==> config.mk <==
export PLATFORM = sky130hd
export DESIGN_NAME = sb_store_fwd
export DESIGN_NICKNAME = d
export VERILOG_FILES = /design/src/rtl/sb_store_fwd.sv
export SDC_FILE = /design/constraint.sdc
export NUM_CORES = 2
export LEC_CHECK = 0
export CORE_ASPECT_RATIO = 1.25
export CORE_MARGIN = 2
export CORE_UTILIZATION = 53
export DETAILED_ROUTE_END_ITERATION = 7
export GPL_ROUTABILITY_DRIVEN = 0
export PLACE_DENSITY = 0.76
export SYNTH_ARGS = -nofsm -noshare
export SYNTH_HDL_FRONTEND = slang
export SYNTH_SLANG_ARGS = --single-unit
==> constraint.sdc <==
create_clock -name clk -period 59.1 [get_ports clk]
set_clock_uncertainty 0.15 [all_clocks]
set_input_delay 11.82 -clock clk [delete_from_list [all_inputs] [get_ports clk]]
set_output_delay 11.82 -clock clk [all_outputs]
set_load 0.01 [all_outputs]
==> src/rtl/sb_store_fwd.sv <==
// Store-and-forward flit buffer: a packet becomes releasable once its last flit arrives, unless one partial
// packet fills the buffer, which forces cut-through (FORCE). Define SB_STORE_FWD_STATS_EN for packet counters.
module sb_store_fwd #(
  parameter int DW    = 416,
  parameter int DEPTH = 8,
  parameter int CW    = 16
) (
  input  logic          clk,
  input  logic          rst,
  input  logic [DW-1:0] in_data,
  input  logic [31:0]   in_dest,
  input  logic          in_last,
  input  logic          in_valid,
  output logic          in_ready,
  output logic [DW-1:0] out_data,
  output logic [31:0]   out_dest,
  output logic          out_last,
  output logic          out_valid,
  input  logic          out_ready,
  output logic [CW-1:0] pkt_out_cnt,
  output logic [CW-1:0] forced_cnt
);

  localparam int AW = $clog2(DEPTH);
  localparam int NW = AW + 1;

  typedef enum logic {STORE, FORCE} state_t;

  state_t        state;
  logic [DW-1:0] mem_data [DEPTH];
  logic [31:0]   mem_dest [DEPTH];
  logic          mem_last [DEPTH];
  logic [AW-1:0] wr_ptr, rd_ptr;
  logic [NW-1:0] count, committed, open_len;
  logic [NW-1:0] committed_dec;
  logic          push, pop;

  assign in_ready      = (count < NW'(DEPTH));
  assign out_valid     = (committed != '0);
  assign push          = in_valid && in_ready;
  assign pop           = out_valid && out_ready;
  assign committed_dec = committed - NW'(pop);

  assign out_data = mem_data[rd_ptr];
  assign out_dest = mem_dest[rd_ptr];
  assign out_last = mem_last[rd_ptr];

  always_ff @(posedge clk) begin
    if (push) begin
      mem_data[wr_ptr] <= in_data;
      mem_dest[wr_ptr] <= in_dest;
      mem_last[wr_ptr] <= in_last;
    end
  end

  // A full buffer with nothing releasable can only hold one partial packet; unblock it via FORCE.
  always_ff @(posedge clk) begin
    if (rst) begin
      state     <= STORE;
      wr_ptr    <= '0;
      rd_ptr    <= '0;
      count     <= '0;
      committed <= '0;
      open_len  <= '0;
    end else begin
      if (push) wr_ptr <= wr_ptr + 1'b1;
      if (pop)  rd_ptr <= rd_ptr + 1'b1;
      count <= count + NW'(push) - NW'(pop);
      case (state)
        STORE: begin
          if (count == NW'(DEPTH) && committed == '0) begin
            state     <= FORCE;
            committed <= open_len;
            open_len  <= '0;
          end else if (push && in_last) begin
            committed <= committed_dec + open_len + 1'b1;
            open_len  <= '0;
          end else if (push) begin
            committed <= committed_dec;
            open_len  <= open_len + 1'b1;
          end else begin
            committed <= committed_dec;
          end
        end
        FORCE: begin
          committed <= committed_dec + NW'(push);
          if (push && in_last) state <= STORE;
        end
        default: state <= STORE;
      endcase
    end
  end

`ifdef SB_STORE_FWD_STATS_EN
  logic [CW-1:0] pkt_q, forced_q;

  always_ff @(posedge clk) begin
    if (rst) begin
      pkt_q    <= '0;
      forced_q <= '0;
    end else begin
      if (pop && out_last) pkt_q <= pkt_q + 1'b1;
      if (state == FORCE && push && in_last) forced_q <= forced_q + 1'b1;
    end
  end

  assign pkt_out_cnt = pkt_q;
  assign forced_cnt  = forced_q;
`else
  assign pkt_out_cnt = '0;
  assign forced_cnt  = '0;
`endif

endmodule

* After elaboration in Yosys (flattened, before gate mapping)
Memories as Yosys holds them, arrays and structs flattened. A register that Yosys moved wholly into a read port is not among the register bits.
Cells that the tools add are included.
** Word-level totals
- Memories :: 3
- Input bits :: 453
- RAM bits :: 3592
- Logic and storage cells :: 46
- Register bits :: 19
- Output and inout port bits :: 483
** Memories
- mem_data :: depth 8, bits a word 416, rd ports 1, clocked after Yosys merged registers in 1, wr ports 1, RTL line 30 : logic [DW-1:0] mem_data [DEPTH];
- mem_dest :: depth 8, bits a word 32, rd ports 1, clocked after Yosys merged registers in 1, wr ports 1, RTL line 31 : logic [31:0] mem_dest [DEPTH];
- mem_last :: depth 8, bits a word 1, rd ports 1, clocked after Yosys merged registers in 1, wr ports 1, RTL line 32 : logic mem_last [DEPTH];
** Operators by class
- Eq/ne operators :: 1
- Reductions and logical operators :: 8
- Add/sub/neg operators :: 9
- Bitwise operators :: 1
- Order comparisons :: 1
- Multiplexer cells :: 17
** Operator list (number)
- two-way mux 4 bit :: 5
- two-way mux 3 bit :: 6
- adder 4 x 1 -> 4 bit :: 2
- adder 4 x 1 -> 4 bit (second input constant) :: 2
- one-hot mux 4 bit (2 select lines) :: 1
- subtractor 4 x 1 -> 4 bit :: 2
- adder 3 x 1 -> 3 bit (second input constant) :: 2
- adder 4 bit :: 1
- == test 4 bit (second input constant) :: 1
- logical AND 1 bit :: 4
- zero test 4 bit :: 1
- less-than comparator 4 bit (second input constant) :: 1
- two-way mux 1 bit :: 4
- nonzero test 4 bit :: 1
- nonzero test 3 bit :: 1
- one-hot mux 1 bit (2 select lines) :: 1
- AND reduction 2 bit :: 1
- NOT 1 bit :: 1

* Longest topological paths before layout
- Word-level depth :: 8
- Gate-level depth with buffers :: 11
- Mapped depth without buffers :: 11

* Least setup slack after synthesis
No wires, ideal clock.
- Path kind :: input-to-reg
- From :: in in_valid
- To :: mem mem_data[0][0], enable pin
- Data required time :: 56.587 ns
- Arrival :: 54.198 ns
- Path slack :: 2.389 ns
- Setup time :: 2.363 ns
- Cell stages on the path :: 2
- Buffers on the path :: 0
- Path through :: nand2_1 nor4_1
** Between the ends
- Word-level cells in the longest chain between the ends :: 3
** Ends and longest elaborated chain
- start: declaration :: RTL line 13 : input logic in_valid,
- logical AND 1 bit :: RTL line 40 : assign push = in_valid && in_ready;
- two-way mux 1 bit :: RTL line 49 : if (push) begin
- two-way mux 1 bit (not written as such) :: RTL line 50 : mem_data[wr_ptr] <= in_data;
- end: declaration :: RTL line 30
No other way between the ends.

==> impl_metrics.json <==
{
  "dieArea_sq_mm": 0.2602,
  "nets": 6927,
  "maxCapViolations": 0,
  "pwr-share-clk_pct": 32.8,
  "post-place-ws_ns": 40.09,
  "setup_violations": 0,
  "critPathMaxStageDelay_ns": 0.95,
  "synth_seq_area_share_pct": 79.80,
  "ios": 936,
  "cts_resized": 0,
  "p_total_w": 0.006497,
  "synth_seq_cells": 3614,
  "synth_cell_types": 46,
  "core.rowCount": 207,
  "fin_ws_ns": 39.49,
  "grt_max_degree": 165,
  "die_y_um": 569.8,
  "grt_pass1_wl_um": 427800,
  "setup.worst_path.end": "out_data[298]",
  "status": "complete, no violations",
  "power_density_mw_per_mm2": 40.67,
  "avgSynthCellArea_sq_um": 25.23,
  "p_switching_w": 0.001595,
  "crit_family": "buffers and inverters",
  "critPathArrivalTime_ns": 7.64,
  "antenna_found_initial": 101,
  "min_period_ns": 19.61,
  "insertion_delay_ns": 0.86,
  "grt_overflow": 0,
  "drive_gt1_share_pct": 28.59,
  "rsz0062_at_grt": "false",
  "syn_area_sq_mm": 0.1357,
  "design.core.area_sq_mm": 0.2546,
  "grt_pass1_vias": 63110,
  "tns_ns": 0,
  "finalCritPeriodShare_pct": 33.19,
  "crit_cells": 8,
  "final_common_cell": "edfxtp_1",
  "io_buffers": 903,
  "hp-class": "flip-flop to flip-flop",
  "synth_flop_cell": "edfxtp_1",
  "cts-root-buf": "clkbuf_16",
  "p_comb_share_pct": 21.0,
  "die_w_um": 456.6,
  "detail_route.wl_per_cell_um": 28.94,
  "crit_chain": "buf_12 > buf_4 > buf_4 > buf_4 > buf_4 > mux4_2 > mux2_2 > clkdlybuf4s50_1",
  "ir_worst_vdd_mv": 0.04899,
  "wl_um": 292600,
  "area_delta_synth_final_pct": 17.71,
  "swShare_pct": 24.55,
  "ant_nets": 0,
  "hpwl_um": 163200,
  "cts_tree": "built",
  "vias": 60550,
  "clk_pin_slew_ns": 0.06,
  "cts_buffer_depth": 4,
  "final_cell_mix": "edfxtp_1, clkdlybuf4s50_1, mux4_2",
  "cts_hold_buffers": 0,
  "slew_violations": 0,
  "worstPathRequired_ns": 47.13,
  "cp_num_buf_inv": 6,
  "slowest_stage": "dfxtp_4",
  "grt_use_total_pct": 22.26,
  "worstMarginPinSlew_ns": 1.159,
  "fillers": 16260,
  "htreeDepth": 5,
  "worstSetupStartpointType": "flip-flop",
  "power.leakage_nw": 48.85,
  "crit_type": "flip-flop to output port",
  "rr_worst_depth": 9,
  "critPathCaptureType": "output port",
  "drc": 0,
  "synth_edf_count": 3592,
  "first_pass_iters": 5,
  "max_freq_mhz": 50.99,
  "path_common_cell": "buf_4",
  "hold_viol": 0,
  "p_int_w": 0.004902,
  "drtIter0Drc": 6364,
  "syn-instance-count": 5380,
  "relSlewSlack_pct": 22.75,
  "async_flop_share_pct": 0,
  "cts_setup_buffers": 0,
  "start_util_pct": 53.31,
  "cts.sinks": 3614,
  "seqPwrFrac_pct": 46.2,
  "rr_startpoint": "count[3]",
  "regToRegSetupSlack_ns": 53.06,
  "vias_per_cell": 5.988,
  "numCtsBuffers": 340,
  "ys_warn_count": 0,
  "reg2reg_to": "mem_data[7][265]",
  "worst-path-max-fanout": 108
}
-- state kept, by name, indices dropped and copies added, names as in the netlist, named ones only --
register	count
committed	4
count	4
mem_data	3328
mem_dest	256
mem_last	8
open_len	4
rd_ptr	3
state	1
wr_ptr	3
-- how the worst min path moves through the flow --
stage | startpoint | end | slack, ns | cells after the start
3_5_place_dp | rd_ptr[1] | flip-flop | 0.33 | 2
4_1_cts | rd_ptr[1] | flip-flop | 0.32 | 2
6_report | rd_ptr[1] | flip-flop | 0.33 | 2
3_3_place_gp | rd_ptr[1] | flip-flop | 0.32 | 2
5_1_grt | rd_ptr[1] | flip-flop | 0.37 | 2
2_1_floorplan | rd_ptr[1] | flip-flop | 0.31 | 2
-- Yosys cell counts (all sizes together) (3+ instances only) --
cell,n,area share [%]
edfxtp,3592,79
mux4,898,15
mux2,449,3.7
clkbuf,158,0.44
buf,128,0.50
dfxtp,22,0.32
nor2,19,0.054
nand2,18,0.050
ha,13,0.12
a21oi,12,0.047
inv,12,0.033
nor3,7,0.026
xor2,7,0.045
nand3,5,0.018
xnor2,5,0.032
nand2b,3,0.014
o211ai,3,0.017
o21ai,3,0.011
-- worst register-to-register path, cell delays in order (launching register included) --
cell	delay [ns]
dfxtp_1	0.33
inv_1	0.27
nand2_1	0.35
clkinv_1	0.28
nand2_1	0.26
nor2_4	0.73
buf_4	0.73
buf_4	0.82
buf_4	0.85
buf_4	0.85
-- metal layers --
layer | global-route usage (%) | part of all wire [%] | vias up
met2 | 36.03 | 50 | 2433
met3 | 6.569 | 9.0 | 555
met4 | 9.241 | 3.9 | 88
met1 | 28.40 | 37 | 32150
li1 | - | - | 25320
met5 | 0 | 0.19 | -
-- power by group through the flow --
stage	Clock, W	Combinational (W)	Sequential (W)
after floorplan	0	0.000813	0.00322
after CTS	0.00217	0.00138	0.00300
after detailed placement	0	0.00137	0.00306
final	0.00213	0.00136	0.00300
after global placement	0	0.00136	0.00305
after global routing	0.00226	0.00144	0.00301
-- through the flow --
stage | hold slack [ns] | instances | utilization, % | instance area [sq um]
floorplan | 0.3122 | 5411 | - | 135800
finish | 0.3276 | 10110 | 62.75 | 159800
global route | 0.3692 | 10100 | 62.73 | 159700
detailed placement | 0.3297 | 9461 | 58.44 | 148800
CTS | 0.3182 | 10060 | 62.70 | 159600
global placement | 0.3244 | 9461 | 58.44 | 148800
-- cell type report --
type	instances	area (sq um)	share of cell area, %
well taps	3344	4184	2.619
clock inverters	198	2079	1.302
inverters	13	48.80	0.03055
clock buffers	405	8773	5.492
flip-flops and latches	3614	108300	67.80
diodes	48	120.1	0.07519
multi-input cells	1498	26260	16.44
repair buffers	992	9970	6.241
-- logic make-up (layout without fill, tap and decap cells) --
family | Yosys count | in the layout | synth area share, %
and+or+nand+nor | 65 | 65 | 0.2388
buffers and inverters | 299 | 1608 | 0.9680
xor gates and xnor gates | 12 | 12 | 0.07744
DFF | 3614 | 3614 | 79.80
muxes | 1348 | 1348 | 18.64
AOI/OAI and AO/OA | 26 | 26 | 0.1245
other | 1 | 80 | 0.002763
adders and majority gates | 15 | 15 | 0.1494
No activity file was read; power rests on OpenSTA's default activity.
